### src/rtl/bus_ctrl.sv
// bus_ctrl: 68000 bus-cycle controller.
// Decodes the CPU cycle and enables one slave: page table, ROM or RAM.
// Merges the slave dtack/berr responses back to the CPU.
// A watchdog converts a cycle that nobody answers into a bus error.
module bus_ctrl #(
  parameter int unsigned TIMEOUT    = 64,
  parameter logic [7:0]  PGTBL_PAGE = 8'hF0
) (
  input  logic       clk,
  input  logic       reset,
  input  logic       as,
  input  logic [7:0] addr,
  input  logic [2:0] fc,
  input  logic       write,
  input  logic       dev_dtack,
  input  logic       dev_berr,
  output logic       pgtbl_en,
  output logic       rom_en,
  output logic       ram_en,
  output logic       cpu_dtack,
  output logic       cpu_berr,
  output logic       fault
);

  typedef enum logic [2:0] {
    ST_IDLE,
    ST_DECODE,
    ST_WAIT,
    ST_ACK,
    ST_ERR
  } state_t;

  localparam logic [7:0] CNT_LAST = 8'(TIMEOUT - 1);

  state_t     state, state_d;
  logic       as_q, super_q, write_q, dtack_q, berr_q;
  logic [7:0] addr_q;
  logic [7:0] addr_l;
  logic       super_l, write_l;
  logic [7:0] count, count_d;
  logic [2:0] sel, sel_d;
  logic [2:0] dec_sel;
  logic       dec_ok;
  logic [2:0] en_d;

  // Only the supervisor bit of the function code matters to the decode.
  logic unused_fc;
  assign unused_fc = ^fc[1:0];

  // Register the CPU bus inputs and the wired-OR slave responses once.
  always_ff @(posedge clk or negedge reset) begin
    if (!reset) begin
      as_q    <= 1'b1;
      addr_q  <= 8'h00;
      super_q <= 1'b0;
      write_q <= 1'b0;
      dtack_q <= 1'b1;
      berr_q  <= 1'b1;
    end else begin
      as_q    <= as;
      addr_q  <= addr;
      super_q <= fc[2];
      write_q <= write;
      dtack_q <= dev_dtack;
      berr_q  <= dev_berr;
    end
  end

  // Capture the cycle attributes at the moment a new cycle starts in IDLE.
  always_ff @(posedge clk or negedge reset) begin
    if (!reset) begin
      addr_l  <= 8'h00;
      super_l <= 1'b0;
      write_l <= 1'b0;
    end else if (state == ST_IDLE && !as_q) begin
      addr_l  <= addr_q;
      super_l <= super_q;
      write_l <= write_q;
    end
  end

  // Address map: select bits are {pgtbl, rom, ram}; all zero means illegal.
  always_comb begin
    dec_sel = 3'b000;
    if (addr_l == PGTBL_PAGE) begin
      if (super_l) dec_sel = 3'b100;
    end else if (addr_l <= 8'h0F) begin
      if (!write_l) dec_sel = 3'b010;
    end else if (addr_l <= 8'h7F) begin
      dec_sel = 3'b001;
    end
  end

  assign dec_ok = |dec_sel;

  // Next-state, watchdog and slave-select logic.
  always_comb begin
    state_d = state;
    count_d = count;
    sel_d   = sel;
    case (state)
      ST_IDLE: begin
        if (!as_q) state_d = ST_DECODE;
      end
      ST_DECODE: begin
        if (as_q) begin
          state_d = ST_IDLE;
        end else if (!dec_ok) begin
          state_d = ST_ERR;
        end else begin
          sel_d   = dec_sel;
          count_d = 8'd0;
          state_d = ST_WAIT;
        end
      end
      ST_WAIT: begin
        if (as_q) begin
          state_d = ST_IDLE;
        end else if (!berr_q) begin
          state_d = ST_ERR;
        end else if (!dtack_q) begin
          state_d = ST_ACK;
        end else if (count >= CNT_LAST) begin
          state_d = ST_ERR;
        end else begin
          count_d = count + 8'd1;
        end
      end
      ST_ACK: begin
        if (as_q) state_d = ST_IDLE;
      end
      ST_ERR: begin
        if (as_q) state_d = ST_IDLE;
      end
      default: state_d = ST_IDLE;
    endcase
  end

  assign en_d = (state_d == ST_WAIT || state_d == ST_ACK) ? sel_d : 3'b000;

  // State register with registered outputs derived from the next state.
  always_ff @(posedge clk or negedge reset) begin
    if (!reset) begin
      state     <= ST_IDLE;
      count     <= 8'd0;
      sel       <= 3'b000;
      pgtbl_en  <= 1'b0;
      rom_en    <= 1'b0;
      ram_en    <= 1'b0;
      cpu_dtack <= 1'b1;
      cpu_berr  <= 1'b1;
      fault     <= 1'b0;
    end else begin
      state     <= state_d;
      count     <= count_d;
      sel       <= sel_d;
      pgtbl_en  <= en_d[2];
      rom_en    <= en_d[1];
      ram_en    <= en_d[0];
      cpu_dtack <= (state_d != ST_ACK);
      cpu_berr  <= (state_d != ST_ERR);
      fault     <= fault | (state_d == ST_ERR);
    end
  end

  a_onehot_en : assert property (@(posedge clk) disable iff (!reset)
    $onehot0({pgtbl_en, rom_en, ram_en}));

  a_dtack_berr_excl : assert property (@(posedge clk) disable iff (!reset)
    (cpu_dtack || cpu_berr));

endmodule

### config.mk
export PLATFORM = sky130hd
export DESIGN_NAME = bus_ctrl
export DESIGN_NICKNAME = d
export VERILOG_FILES = /design/src/rtl/bus_ctrl.sv
export SDC_FILE = /design/constraint.sdc
export NUM_CORES = 1
export LEC_CHECK = 0
export CAP_MARGIN = 20
export CORE_ASPECT_RATIO = 1.2
export CORE_MARGIN = 3
export CORE_UTILIZATION = 50
export CTS_CLUSTER_SIZE = 28
export DETAILED_ROUTE_END_ITERATION = 10
export PLACE_DENSITY = 0.73
export SLEW_MARGIN = 20
export SYNTH_ARGS = -nofsm -noshare
export SYNTH_HDL_FRONTEND = slang
export SYNTH_SLANG_ARGS = --single-unit
### constraint.sdc
create_clock -name clk -period 3.75 [get_ports clk]
set_input_delay 0.5625 -clock clk [delete_from_list [all_inputs] [get_ports clk]]
set_output_delay 0.5625 -clock clk [all_outputs]
set_load 0.02 [all_outputs]
==> impl_metrics.tcl <==
set metrics [dict create \
    status "finished, final reports clean" \
    setup_tns_ns 0 \
    hold_violations 0 \
    h-tree-depth 2 \
    tightest_slew_ns 0.905 \
    dp.final_hpwl_microns 1720 \
    ff2ff_path_depth 6 \
    wl_per_cell_microns 13.6 \
    finClkSkew_ns 0.0151 \
    ys_seq_area_share_pct 66.5 \
    worst-setup-path-type "reg2out" \
    start_util_pct 52.8 \
    cp-end-kind "primary output" \
    grt_pass1_vias 944 \
    hp-class "in2async" \
    clock_latency_ns 0.35 \
    diodes 0 \
    die_h_microns 68.5 \
    start_kind "register" \
    r2r-end "rom_en" \
    grtUsageTotal_pct 14.4 \
    cts_inserted_buffers 5 \
    cts_sinks 43 \
    maxSlewViolCount 0 \
    nNetsFinal 162 \
    io_buffers 20 \
    routed_wl_microns 2460 \
    pwr_density_cell_nw_per_um2 606 \
    root_buffer "clkbuf_4" \
    die-width_microns 58.1 \
    fmax_mhz 492 \
    crit_fanout 1 \
    drc 0 \
    path_cells "clkdlybuf4s50_1" \
    yosysWarnings 0 \
    period_share_pct 54.2 \
    syn_to_final_growth_pct 19.1 \
    period_minus_slack_ns 2.03 \
    critPathTopFamily "buffers and inverters" \
    critPathMaxStageDelay_ns 0.59 \
    antenna_found_initial 0 \
    ant_nets 0 \
    slowest_stage "clkdlybuf4s50_1" \
    cts_setup_buffers 0 \
    drive_above_1_share_pct 20.0 \
    synth_fp_nets 136 \
    reg2reg_slack_ns 1.98 \
    synthArstFlopShare_pct 100 \
    p_leak_nw 0.854 \
    ctsResizeCount 0 \
    ios 23 \
    cap_violations 0 \
    gr-total-overflow 0 \
    ir_worst_vdd_v 0.000422 \
    synthesis.area_sq_um 1630 \
    grt_pass1_wl_microns 4140 \
    required_ns 3.19 \
    core_area_sq_um 3080 \
    cts_tree "built" \
    worstReg2RegStart "count[0]" \
    ctsHoldBuffers 0 \
    hold_ws_ns 0.334 \
    rsz0062_at_grt "false" \
    via_count 982 \
    layout_common_cells "38 x dfrtp_1, 19 x clkdlybuf4s50_1, 8 x nor2_1" \
    gp_congestion 0.792 \
    grt_max_degree 44 \
    synth_cell_types 37 \
    synth-seq-cells 43 \
    viasPerCell 5.43 \
    crit_buf_inv 1 \
    synth_edf_count 0 \
    synth.avg_cell_area_sq_um 13.8 \
    layout_commonest_cell "dfrtp_1" \
    ys.flop_type "dfrtp_1" \
    path_clk_slew_ns 0.12 \
    rows 22 \
    fp.dieArea_sq_um 3980 \
    synthCells 118 \
    relSlewSlack_pct 39.6 \
    drt_iter0_drc 20 \
    setup_violations 0 \
    cts_buffer_depth 2 \
    dr.pass1.iters 4 \
    cp.arrival_ns 1.47 \
]
-- per-layer routing --
layer	wire (microns)	track usage [%]
met4	58	7.83
met5	0	0
met2	1260	25.0
met3	101	4.53
met1	1050	15.8
-- metrics by stage --
step | cells | setup WS (ns) | power (mW) | instance area (sq um) | utilization (%)
2_1_floorplan | 118 | 2.20 | 0.849 | 1630 | -
3_3_place_gp | 173 | 1.81 | 0.937 | 1870 | 60.6
3_5_place_dp | 173 | 1.75 | 0.952 | 1870 | 60.6
4_1_cts | 181 | 1.70 | 1.18 | 1930 | 62.5
5_1_grt | 181 | 1.65 | 1.25 | 1940 | 62.8
6_report | 181 | 1.72 | 1.17 | 1940 | 62.8
-- how the worst max path moves through the flow --
stage                         start  cells past startpoint        end
after floorplan           addr_l[3]                      5   count[0]
after global placement     state[1]                      2  addr_l[5]
after detailed placement   state[1]                      2  addr_l[1]
after CTS                 cpu_dtack                      1  cpu_dtack
after global routing       cpu_berr                      1   cpu_berr
final                     cpu_dtack                      1  cpu_dtack
-- sequential cells by signal (all words and copies together) (netlist names), 3 cells and up --
| register | flops |
|---|---|
| sel | 3 |
| addr_q | 8 |
| addr_l | 8 |
| count | 8 |
| state | 3 |
-- cell families (layout without fill, tap and decap cells) --
| logic type | count (synthesis) | after routing | synth area share, % |
|---|---|---|---|
| DFF | 43 | 43 | 66.5 |
| and+or+nand+nor | 38 | 38 | 14.2 |
| AOI/OAI and AO/OA | 17 | 17 | 8.00 |
| muxes | 10 | 10 | 7.15 |
| buffers and inverters | 5 | 32 | 1.23 |
| xor gates and xnor gates | 4 | 4 | 2.15 |
| adders and majority gates | 1 | 1 | 0.769 |
-- cells in the mapped netlist (2+ instances only) --
library cell | instances | area, sq um
mux2_1 | 3 | 33.8
dfrtp_1 | 38 | 951
nand2_1 | 7 | 26.3
mux2_2 | 6 | 67.6
and2_1 | 3 | 18.8
a21o_1 | 3 | 22.5
nor3_1 | 5 | 25.0
nand3_1 | 2 | 10.0
xnor2_1 | 4 | 35.0
o21ai_0 | 4 | 20.0
nand2b_1 | 2 | 12.5
nor2_1 | 8 | 30.0
a21oi_1 | 2 | 10.0
inv_1 | 4 | 15.0
dfstp_2 | 5 | 131
-- report_power, final --
group          leakage (nW)  switching (mW)  total, mW  internal (mW)
registers             0.528          0.0819      0.651          0.570
logic                 0.291           0.135      0.294          0.159
clock network        0.0353           0.138      0.229         0.0910
total                 0.854           0.355       1.17          0.820
-- cell type report --
type | instances | area [sq um]
fillers | 242 | 1150
clock inverters | 1 | 5.00
flip-flops and latches | 43 | 1080
well taps | 36 | 45.0
inverters | 4 | 15.0
multi-input cells | 70 | 539
clock buffers | 7 | 55.1
repair buffers | 20 | 195
No activity file was read; power rests on OpenSTA's default activity.
